### src/rtl/led_pkg.sv
// Shared types and helpers for the LED pattern scheduler.
//   sched_state_t  : scheduler FSM state encoding
//   MODE_*         : one-hot mode codes driven to the pattern engine
//   idx_to_onehot  : mode index (0..3) -> one-hot mode code
//   onehot_to_idx  : one-hot mode code -> mode index
//   is_onehot      : true when exactly one of the four mode bits is set
package led_pkg;

  localparam int MODE_W = 4;

  typedef enum logic [1:0] {
    IDLE     = 2'd0,
    MANUAL   = 2'd1,
    AUTO_RUN = 2'd2,
    CLEAR    = 2'd3
  } sched_state_t;

  localparam logic [MODE_W-1:0] MODE_CLEAR  = 4'b0000;
  localparam logic [MODE_W-1:0] MODE_BLINK2 = 4'b0001;
  localparam logic [MODE_W-1:0] MODE_TOGGLE = 4'b0010;
  localparam logic [MODE_W-1:0] MODE_ALT    = 4'b0100;
  localparam logic [MODE_W-1:0] MODE_SHIFT  = 4'b1000;

  function automatic logic [MODE_W-1:0] idx_to_onehot(input logic [1:0] idx);
    logic [MODE_W-1:0] oh;
    oh = MODE_CLEAR;
    case (idx)
      2'd0: oh = MODE_BLINK2;
      2'd1: oh = MODE_TOGGLE;
      2'd2: oh = MODE_ALT;
      2'd3: oh = MODE_SHIFT;
    endcase
    return oh;
  endfunction

  function automatic logic [1:0] onehot_to_idx(input logic [MODE_W-1:0] oh);
    logic [1:0] idx;
    idx = 2'd0;
    case (oh)
      MODE_TOGGLE: idx = 2'd1;
      MODE_ALT:    idx = 2'd2;
      MODE_SHIFT:  idx = 2'd3;
      default:     idx = 2'd0;
    endcase
    return idx;
  endfunction

  function automatic logic is_onehot(input logic [MODE_W-1:0] v);
    logic hit;
    hit = 1'b0;
    case (v)
      MODE_BLINK2, MODE_TOGGLE, MODE_ALT, MODE_SHIFT: hit = 1'b1;
      default: hit = 1'b0;
    endcase
    return hit;
  endfunction

endpackage

### src/rtl/led_pattern_scheduler_sw_debounce.sv
// Switch conditioning for the LED pattern scheduler.
//   clk, rst_n : clock and asynchronous active-low reset
//   raw        : raw switch bank, asynchronous to clk
//   sw_db      : debounced switch value
// Two-flop synchroniser followed by a stability counter. The counter restarts
// on every change of the synchronised value; sw_db takes the new value CYC
// clocks after the last change (2 + CYC clocks after the raw edge).
module sw_debounce
  import led_pkg::*;
#(
  parameter int W   = MODE_W,
  parameter int CYC = 4
) (
  input  logic         clk,
  input  logic         rst_n,
  input  logic [W-1:0] raw,
  output logic [W-1:0] sw_db
);

  localparam int CW = $clog2(CYC + 1);
  localparam logic [CW-1:0] CNT_MAX = CW'(CYC);
  localparam logic [CW-1:0] CNT_HIT = CW'(CYC - 1);
  localparam logic [CW-1:0] CNT_ONE = CW'(1);

  logic [W-1:0]  sync1;
  logic [W-1:0]  sync2;
  logic [W-1:0]  sync2_d;
  logic [CW-1:0] cnt;

  always_ff @(posedge clk or negedge rst_n) begin
    if (!rst_n) begin
      sync1   <= '0;
      sync2   <= '0;
      sync2_d <= '0;
      cnt     <= '0;
      sw_db   <= '0;
    end else begin
      sync1   <= raw;
      sync2   <= sync1;
      sync2_d <= sync2;
      // The change is seen one clock after sync2 moves, so the restart value
      // is 1: that clock already counts toward the stable window.
      if (sync2 != sync2_d) begin
        cnt <= CNT_ONE;
      end else if (cnt != CNT_MAX) begin
        cnt <= cnt + 1'b1;
      end
      if ((sync2 == sync2_d) && (cnt == CNT_HIT)) begin
        sw_db <= sync2;
      end
    end
  end

endmodule

### src/rtl/led_pattern_scheduler.sv
// LED pattern engine scheduler.
//   i_clk       : clock
//   i_rst_n     : asynchronous active-low reset
//   i_sw        : raw one-hot mode switches (asynchronous)
//   i_auto_en   : enable automatic rotation while switches are all zero
//   i_pat_done  : one-cycle pulse, engine finished one pattern pass
//   o_mode      : one-hot mode to the engine, 0000 = clear / re-arm
//   o_mode_idx  : index of the current or last mode
//   o_tick      : one-cycle engine step enable
//   o_auto      : high while running, or clearing toward, an automatic mode
//
// state    | meaning
// ---------+-----------------------------------------------------------
// IDLE     | no mode selected, o_mode = 0000
// MANUAL   | switch-selected mode driven, prescaler running
// AUTO_RUN | rotating mode driven, counting pattern passes and ticks
// CLEAR    | 0000 gap before the next mode so the engine re-arms
module led_pattern_scheduler
  import led_pkg::*;
#(
  parameter int DEBOUNCE_CYC = 4,
  parameter int TICK_DIV     = 4,
  parameter int CLEAR_CYC    = 2,
  parameter int REPEATS      = 2,
  parameter int DWELL_TICKS  = 64
) (
  input  logic              i_clk,
  input  logic              i_rst_n,
  input  logic [MODE_W-1:0] i_sw,
  input  logic              i_auto_en,
  input  logic              i_pat_done,
  output logic [MODE_W-1:0] o_mode,
  output logic [1:0]        o_mode_idx,
  output logic              o_tick,
  output logic              o_auto
);

  localparam int PW = $clog2(TICK_DIV + 1);
  localparam int GW = $clog2(CLEAR_CYC + 1);
  localparam int DW = $clog2(REPEATS + 1);
  localparam int TW = $clog2(DWELL_TICKS + 1);

  localparam logic [PW-1:0] PRESC_LAST = PW'(TICK_DIV - 1);
  localparam logic [PW-1:0] PRESC_PRE  = PW'(TICK_DIV - 2);
  localparam logic [GW-1:0] GAP_LAST   = GW'(CLEAR_CYC - 1);
  localparam logic [DW-1:0] DONE_MAX   = DW'(REPEATS);
  localparam logic [TW-1:0] TICK_MAX   = TW'(DWELL_TICKS);

  sched_state_t      state;
  logic [MODE_W-1:0] sw_db;
  logic [MODE_W-1:0] sw_prev;
  logic [PW-1:0]     presc;
  logic [GW-1:0]     gap_cnt;
  logic [DW-1:0]     done_cnt;
  logic [TW-1:0]     tick_cnt;
  logic              tgt_auto;

  logic              sw_oh;
  logic [1:0]        sw_idx;
  logic [DW-1:0]     done_nxt;
  logic [TW-1:0]     tick_nxt;
  logic              advance;

  sw_debounce #(
    .W   (MODE_W),
    .CYC (DEBOUNCE_CYC)
  ) u_sw_debounce (
    .clk   (i_clk),
    .rst_n (i_rst_n),
    .raw   (i_sw),
    .sw_db (sw_db)
  );

  // Advance is decided on the counters' next values so a limit reached this
  // cycle moves on immediately; a pass and a dwell tick landing together
  // still yield a single advance because it is one OR.
  always_comb begin
    sw_oh    = is_onehot(sw_db);
    sw_idx   = onehot_to_idx(sw_db);
    done_nxt = done_cnt;
    tick_nxt = tick_cnt;
    if (i_pat_done && (done_cnt != DONE_MAX)) begin
      done_nxt = done_cnt + 1'b1;
    end
    if (o_tick && (tick_cnt != TICK_MAX)) begin
      tick_nxt = tick_cnt + 1'b1;
    end
    advance = (done_nxt == DONE_MAX) || (tick_nxt == TICK_MAX);
  end

  // Counters and the prescaler default to zero and only hold/advance in the
  // branch that stays in their state, so every CLEAR entry starts them clean.
  always_ff @(posedge i_clk or negedge i_rst_n) begin
    if (!i_rst_n) begin
      state      <= IDLE;
      o_mode     <= MODE_CLEAR;
      o_mode_idx <= 2'd0;
      o_tick     <= 1'b0;
      o_auto     <= 1'b0;
      presc      <= '0;
      gap_cnt    <= '0;
      done_cnt   <= '0;
      tick_cnt   <= '0;
      tgt_auto   <= 1'b0;
      sw_prev    <= '0;
    end else begin
      sw_prev  <= sw_db;
      o_tick   <= 1'b0;
      presc    <= '0;
      gap_cnt  <= '0;
      done_cnt <= '0;
      tick_cnt <= '0;

      case (state)
        IDLE: begin
          if (sw_oh) begin
            state      <= CLEAR;
            o_mode     <= MODE_CLEAR;
            o_mode_idx <= sw_idx;
            tgt_auto   <= 1'b0;
            o_auto     <= 1'b0;
          end else if ((sw_db == MODE_CLEAR) && i_auto_en) begin
            state    <= CLEAR;
            o_mode   <= MODE_CLEAR;
            tgt_auto <= 1'b1;
            o_auto   <= 1'b1;
          end
        end

        MANUAL: begin
          if (sw_oh && (sw_db != o_mode)) begin
            state      <= CLEAR;
            o_mode     <= MODE_CLEAR;
            o_mode_idx <= sw_idx;
            tgt_auto   <= 1'b0;
            o_auto     <= 1'b0;
          end else if (!sw_oh) begin
            state  <= IDLE;
            o_mode <= MODE_CLEAR;
            o_auto <= 1'b0;
          end else begin
            presc  <= (presc == PRESC_LAST) ? '0 : presc + 1'b1;
            o_tick <= (presc == PRESC_PRE);
          end
        end

        AUTO_RUN: begin
          if (sw_oh) begin
            state      <= CLEAR;
            o_mode     <= MODE_CLEAR;
            o_mode_idx <= sw_idx;
            tgt_auto   <= 1'b0;
            o_auto     <= 1'b0;
          end else if (!i_auto_en || (sw_db != MODE_CLEAR)) begin
            state  <= IDLE;
            o_mode <= MODE_CLEAR;
            o_auto <= 1'b0;
          end else if (advance) begin
            state      <= CLEAR;
            o_mode     <= MODE_CLEAR;
            o_mode_idx <= o_mode_idx + 2'd1;
            tgt_auto   <= 1'b1;
            o_auto     <= 1'b1;
          end else begin
            presc    <= (presc == PRESC_LAST) ? '0 : presc + 1'b1;
            o_tick   <= (presc == PRESC_PRE);
            done_cnt <= done_nxt;
            tick_cnt <= tick_nxt;
          end
        end

        CLEAR: begin
          if (sw_db != sw_prev) begin
            // Re-target; gap_cnt already defaults back to zero.
            if (sw_oh) begin
              o_mode_idx <= sw_idx;
              tgt_auto   <= 1'b0;
              o_auto     <= 1'b0;
            end else if ((sw_db == MODE_CLEAR) && i_auto_en) begin
              tgt_auto <= 1'b1;
              o_auto   <= 1'b1;
            end else begin
              state  <= IDLE;
              o_auto <= 1'b0;
            end
          end else if (gap_cnt == GAP_LAST) begin
            if (!tgt_auto) begin
              state  <= MANUAL;
              o_mode <= idx_to_onehot(o_mode_idx);
            end else if (i_auto_en) begin
              state  <= AUTO_RUN;
              o_mode <= idx_to_onehot(o_mode_idx);
              o_auto <= 1'b1;
            end else begin
              state  <= IDLE;
              o_auto <= 1'b0;
            end
          end else begin
            gap_cnt <= gap_cnt + 1'b1;
          end
        end

        default: begin
          state  <= IDLE;
          o_mode <= MODE_CLEAR;
          o_auto <= 1'b0;
        end
      endcase
    end
  end

endmodule

### config.mk
export PLATFORM = sky130hd
export DESIGN_NAME = led_pattern_scheduler
export DESIGN_NICKNAME = d
export VERILOG_FILES = /design/src/rtl/led_pkg.sv /design/src/rtl/led_pattern_scheduler_sw_debounce.sv /design/src/rtl/led_pattern_scheduler.sv
export SDC_FILE = /design/constraint.sdc
export NUM_CORES = 1
export LEC_CHECK = 0
export ABC_AREA = 1
export BUFFER_PORTS_ARGS = -buffer_cell sky130_fd_sc_hd__clkbuf_2
export CORE_ASPECT_RATIO = 0.7
export CORE_MARGIN = 10
export CORE_UTILIZATION = 60
export DETAILED_ROUTE_END_ITERATION = 16
export PLACE_DENSITY = 0.79
export SYNTH_ARGS = -nofsm -noshare
export SYNTH_HDL_FRONTEND = slang
export SYNTH_HIERARCHICAL = 1
export SYNTH_SLANG_ARGS = --single-unit
### constraint.sdc
create_clock -name i_clk -period 2.1 [get_ports i_clk]
set_input_delay 0.105 -clock i_clk [delete_from_list [all_inputs] [get_ports i_clk]]
set_output_delay 0.105 -clock i_clk [all_outputs]
set_load 0.02 [all_outputs]
==> flow_summary.yaml, run 1 <==
routing:
  detail-route-antenna-nets: 0
  vias: 2046
  drt-vias-per-instance: 5.19
  drc_errors: 0
  wirelength_um: 5080
  first_pass_iters: 5
  drt_iter0_markers: 111
  wire_per_inst_um: 12.9
sta:
  finalSetupTns_ns: 0
  fmax_ghz: 0.531
  clock-skew-final_ns: 0.00899
  finalCritPeriodShare_pct: 89.6
  slew_headroom_pct: 55.0
  min_period_ns: 1.88
  final-setup-viol-count: 0
  rsz0062_at_grt: "false"
  finalMaxSlewViolations: 0
  finalHoldViolCount: 0
  setup_slack_ns: 0.218
  tightest_slew_ns: 0.675
clock_network:
  clock_path_buffers: 2
  cts.sinks: 48
  clk_transition_reported_paths_ns: 0.10
  tritoncts: "built"
  cts_root_buffer: "clkbuf_8"
  cts_buffers: 5
  clk_latency_ns: 0.31
  cts_max_level: 2
final_layout:
  layout.cells.non_filler: 394
  multi_input_area_um2: 1300
  nFillCells: 326
  insertedDiodeCount: 0
  syn_to_final_growth_pct: 9.98
  layout.nets: 363
  drive_gt1_share_pct: 19.5
  final-seq-area_um2: 1200
pwr:
  netSwitchingFraction_pct: 43.0
  irDropWorstVdd_mv: 0.838
  comb_power_share_pct: 44.5
  p_total_w: 0.00321
  p_sw_w: 0.00138
  p_clk_share_pct: 18.0
  p_int_w: 0.00183
  leakage_nw: 1.54
  pwr-share-seq_pct: 37.5
  p_per_area_nw_per_um2: 1070
global_route:
  antenna_found_initial: 0
  grt-ovfl-total: 0
  grt_pass1_vias: 2014
  grt_start_max_net_pins: 29
  grt_usage_pct: 14.3
  grt_first_pass_wirelength_um: 9120
synthesis:
  synth_top_family_by_area: "simple AND/OR/NAND/NOR gates"
  synth_commonest_cells: "nand2_1, dfrtp_1, inv_1"
  synth.avg_cell_area_um2: 8.72
  synthMuxAreaShare_pct: 0
  synth_seq_cells: 48
  syn_nets: 337
  syn_area_um2: 2720
  synthXorXnorAreaFrac_pct: 3.86
  synthAdderAreaFrac_pct: 7.82
  synthSimpleGateAreaFrac_pct: 30.4
  synth_edf_count: 0
  syn_inst: 312
  netlist-cell-type-count: 35
  ys.warnings.count: 6
  synth_compound_area_share_pct: 5.84
  synth_most_common_cell: "nand2_1"
  yosysTopAreaCell: "dfrtp_1"
  synthTopCellsByArea: "dfrtp_1, nand2_1, ha_1"
  synth-seq-area-share_pct: 44.1
  yosysTopAreaCellShare_pct: 44.1
  synth_ff_type: "dfrtp_1"
  synthArstFlopShare_pct: 100
floorplanning:
  die_x_um: 100
  core_um2: 4350
  die-area_um2: 7670
  dieHeight_um: 76.3
  io_pins: 16
  initial_core_util_pct: 62.5
  num_rows: 20
critical_path:
  path_buf_inv: 2
  cp-start-kind: "register"
  cpMaxStageDelayCell: "dfrtp_1"
  cp.depth: 12
  critPathMaxStageDelay_ns: 0.50
  cp_data_required_time_ns: 2.30
  arrival_ns: 2.08
  cp-end-kind: "register"
  worstPathCellList: "nor2_2 > nand3b_4 > nand2_4 > inv_2 > nand2_2 > inv_2 > nand2_2 > nand2_2 > nor2_1 > nand2_4 > nand2_2 > o21ai_2"
  crit_top_cell: "nand2_2"
  crit_family: "simple AND/OR/NAND/NOR gates"
  path_max_fanout: 7
  worstSetupPathType: "reg2reg"
  rr_worst_depth: 12
placement:
  place_congestion: 0.911
  dp_slack_ns: 0.0990
  dp_hpwl_um: 3940
  portBuffers: 15
  dp_cells: 379
run_status:
  status: "completed"
hold_path:
  hold_path_depth: 3
  min_path_type: "in2reg"
run:
  maxCapViolations: 0
## state kept, by name, summed over array words and instances, names as in the netlist
name	count
o_mode_idx	2
u_sw_debounce/sync2_d	4
o_tick	1
presc	3
state	2
tick_cnt	7
o_mode	4
u_sw_debounce/sync2	4
o_auto	1
sw_prev	4
u_sw_debounce/sync1	4
gap_cnt	2
u_sw_debounce/sw_db	4
done_cnt	2
tgt_auto	1
u_sw_debounce/cnt	3
## path summary, 6_finish.rpt
kind | startpoint | end | slack, ns
hold / removal | i_auto_en | state[1] | 0.14
setup / recovery | u_sw_debounce/sw_db[0] | o_auto | 0.22
setup reg to reg | u_sw_debounce/sw_db[0] | o_auto | 0.22
min in group asynchronous | i_rst_n | u_sw_debounce/sync1[0] | 0.36
max in group asynchronous | i_rst_n | o_auto | 1.11
hold reg to reg | u_sw_debounce/sync1[2] | u_sw_debounce/sync2[2] | 0.36
## stage by stage
step | utilization (%) | hold slack (ns) | area [um2]
after global routing | 68.7 | 0.162 | 2990
after detailed placement | 65.1 | 0.168 | 2830
final | 68.7 | 0.145 | 2990
after floorplan | - | -0.191 | 2720
after CTS | 68.4 | 0.126 | 2980
after global placement | 65.1 | 0.163 | 2830
## cells by family (layout without fill, tap and decap cells)
group                      after synthesis  count (layout)
DFF                                     48              48
buffers and inverters                   49              76
xor gates and xnor gates                12              12
and+or+nand+nor                        161             161
adders and majority gates               17              17
AOI/OAI and AO/OA                       25              25
## metal layers
metal	GRT usage, %	up-vias	wire length, um
li1	-	1034	-
met1	19.1	967	2420
met2	22.6	40	2410
met3	2.99	5	196
met4	4.23	0	57
met5	0	-	0
## power groups by stage
stage,Combinational [W],Clock [W],Sequential (W)
floorplan,0.00110,0,0.00122
global placement,0.00136,0,0.00122
detailed placement,0.00139,0,0.00122
CTS,0.00141,0.000596,0.00120
global route,0.00159,0.000626,0.00123
finish,0.00143,0.000576,0.00120
## tightest hold or removal path, stage by stage
cell and delay, ns:
clkbuf_2 0.12, a31oi_1 0.08, o21ai_1 0.10
## area by class of cell
type / instances / area share (%)
Multi-Input combinational cell: 215 / 43.6
Sequential cell: 48 / 40.1
Timing Repair Buffer: 25 / 5.43
Inverter: 43 / 5.39
Clock buffer: 5 / 2.30
Tap cell: 55 / 2.30
Clock inverter: 3 / 0.878
## placed cells by master (no fill, tap or decap), drive strengths merged, types with 2 or more instances in the layout
cell         Yosys  routed
nand3b           2       2
o21ai           10      10
clkbuf           0      20
xnor2            6       6
a31oi            2       2
inv             43      45
dfrtp           48      48
nand4            9       9
nand3           21      21
a21oi            9       9
nand2           88      88
dlygate4sd3      0       5
ha              17      17
nor3             5       5
xor2             6       6
buf              6       5
nor2            35      35
## repair_timing
action,in CTS,in global routing
hold buffers,5,0
setup endpoints to repair,0,13
setup buffers,0,2
endpoints found under the hold margin,30,0
gates resized for setup,0,2
Power figures use the tool's default switching activity.
==> inputs of run 2 (changes only) <==
CORE_ASPECT_RATIO = default   (was 0.7)
==> run 2 against run 1 <==
Sequential power barely moved. Critical endpoint is now o_mode[0]. Critical path depth rose by 3. Global-route usage fell by 0.43 points.
==> flow_summary.yaml, run 2 (synthesis gave the netlist of run 1 again) <==
run_status:
  status: "completed"
final_layout:
  final_common_cell: "nand2_1"
  layout.nets: 368
  largest_register: "tick_cnt"
  final_cell_mix: "nand2_1, dfrtp_1, inv_1"
  drive_gt1_share_pct: 23.8
  insertedDiodeCount: 0
  syn_to_final_growth_pct: 15.0
  largest_reg_flops: 7
  nFillCells: 324
floorplanning:
  core_um2: 4380
  initial_core_util_pct: 62.1
  num_rows: 24
  dieHeight_um: 87.3
  io_pins: 16
  die-area_um2: 7630
  die_x_um: 87.3
routing:
  wl_met2_um: 2580
  vias: 2088
  detail-route-antenna-nets: 0
  drt-met1-wl_um: 2280
  highest_layer: "met4"
  drc_errors: 0
  first_pass_iters: 4
  wirelength_um: 5170
  drt_iter0_markers: 90
  wl_met3_um: 217
  drt-vias-per-instance: 5.27
  wire_per_inst_um: 13.1
sta:
  finalMaxSlewViolations: 0
  setup_slack_ns: 0.0518
  finalHoldViolCount: 0
  slew_headroom_pct: 77.1
  final-setup-viol-count: 0
  min_period_ns: 2.05
  clock-skew-final_ns: 0.00783
  finalSetupTns_ns: 0
  tightest_slew_ns: 0.342
  finalCritPeriodShare_pct: 97.5
  fmax_ghz: 0.488
pwr:
  comb_power_share_pct: 42.4
  p_clk_share_pct: 23.0
  p_total_w: 0.00348
  irDropWorstVdd_mv: 0.906
  p_int_w: 0.00209
  leakage_nw: 1.60
  netSwitchingFraction_pct: 39.9
  pwr-share-seq_pct: 34.6
  p_sw_w: 0.00139
  p_per_area_nw_per_um2: 1110
critical_path:
  r2r_slack_ns: 0.05
  path_buf_inv: 3
  cp-start-kind: "register"
  worstPathCellList: "inv_2 > ha_1 > nand2_1 > inv_2 > nand3_4 > nand2_4 > buf_4 > nand2_2 > nand3_2 > nor2_4 > nand2_4 > nand3_4 > nand3_4 > nand2_1 > o21ai_1"
  critPathMaxStageDelay_ns: 0.42
  path_max_fanout: 8
  worstSetupPathType: "reg2reg"
  arrival_ns: 2.24
  cp_data_required_time_ns: 2.30
  cp-end-kind: "register"
  crit_family: "simple AND/OR/NAND/NOR gates"
  crit_top_cell: "nand3_4"
  cpMaxStageDelayCell: "dfrtp_1"
global_route:
  grt_first_pass_wirelength_um: 8650
  grt-ovfl-total: 0
  grt_usage_pct: 13.9
  grt_pass1_vias: 2029
  grt_start_max_net_pins: 25
  antenna_found_initial: 0
placement:
  portBuffers: 15
  dp_slack_ns: 0.0872
  place_congestion: 0.925
  dp_hpwl_um: 3660
clock_network:
  clk_transition_reported_paths_ns: 0.09
  cts_max_level: 2
  clk_latency_ns: 0.31
  cts_root_buffer: "clkbuf_8"
  cts.sinks: 48
  cts_buffers: 5
  clock_path_buffers: 2
  tritoncts: "built"
hold_path:
  min_path_type: "in2reg"
run:
  maxCapViolations: 0
run 2: cell types whose count changed in the layout (fill, tap and decap cells not counted), sizes merged:
cell	change
clkinv	-1
buf	+5
inv	-1
bufinv	+2
run 2: final timing paths:
path,end,startpoint,cells past startpoint
worst max register to register,o_mode[0],tick_cnt[0],15
worst min register to register,u_sw_debounce/sync2[3],u_sw_debounce/sync1[3],0
min in group asynchronous,u_sw_debounce/sw_db[1],i_rst_n,3
worst min-delay path,state[1],i_auto_en,3
max in group asynchronous,o_tick,i_rst_n,3
worst max-delay path,o_mode[0],tick_cnt[0],15
run 2: per-layer routing:
metal	vias to the layer above	track usage, %
met5	-	0
met4	0	5.94
met3	10	3.37
met2	44	22.4
met1	983	17.1
li1	1051	-
run 2: final cells by class:
cell class	count	area [um2]	area share, %
multi-input combinational	215	1350	43.2
clock buffer	5	68.8	2.20
sequential	48	1200	38.4
inverter	43	161	5.16
clock inverter	3	68.8	2.20
tap	52	65.1	2.08
timing repair buffer	30	213	6.79
run 2: timing repair:
action	4_1_cts	5_1_grt
hold endpoints to repair	52	0
endpoints found under the setup margin	0	14
hold buffers	5	0
setup buffers	0	6
gates resized for setup	0	16
run 2: metrics by stage:
step / cells / utilization [%] / instance area (um2) / hold slack (ns)
3_3_place_gp: 377 / 64.7 / 2840 / 0.110
6_report: 396 / 71.4 / 3130 / 0.167
3_5_place_dp: 377 / 64.7 / 2840 / 0.131
5_1_grt: 396 / 71.4 / 3130 / 0.178
2_1_floorplan: 312 / - / 2720 / -0.191
4_1_cts: 390 / 69.0 / 3020 / 0.147
run 2: power by group through the flow:
stage / logic (W) / registers [W] / clock network [W]
4_1_cts: 0.00142 / 0.00120 / 0.000820
2_1_floorplan: 0.00110 / 0.00122 / 0
5_1_grt: 0.00166 / 0.00123 / 0.000853
3_5_place_dp: 0.00139 / 0.00122 / 0
3_3_place_gp: 0.00135 / 0.00121 / 0
6_report: 0.00147 / 0.00120 / 0.000798
run 2: worst min-delay path, stage by stage:
cell	delay, ns
clkbuf_2	0.13
a31oi_1	0.09
o21ai_1	0.10
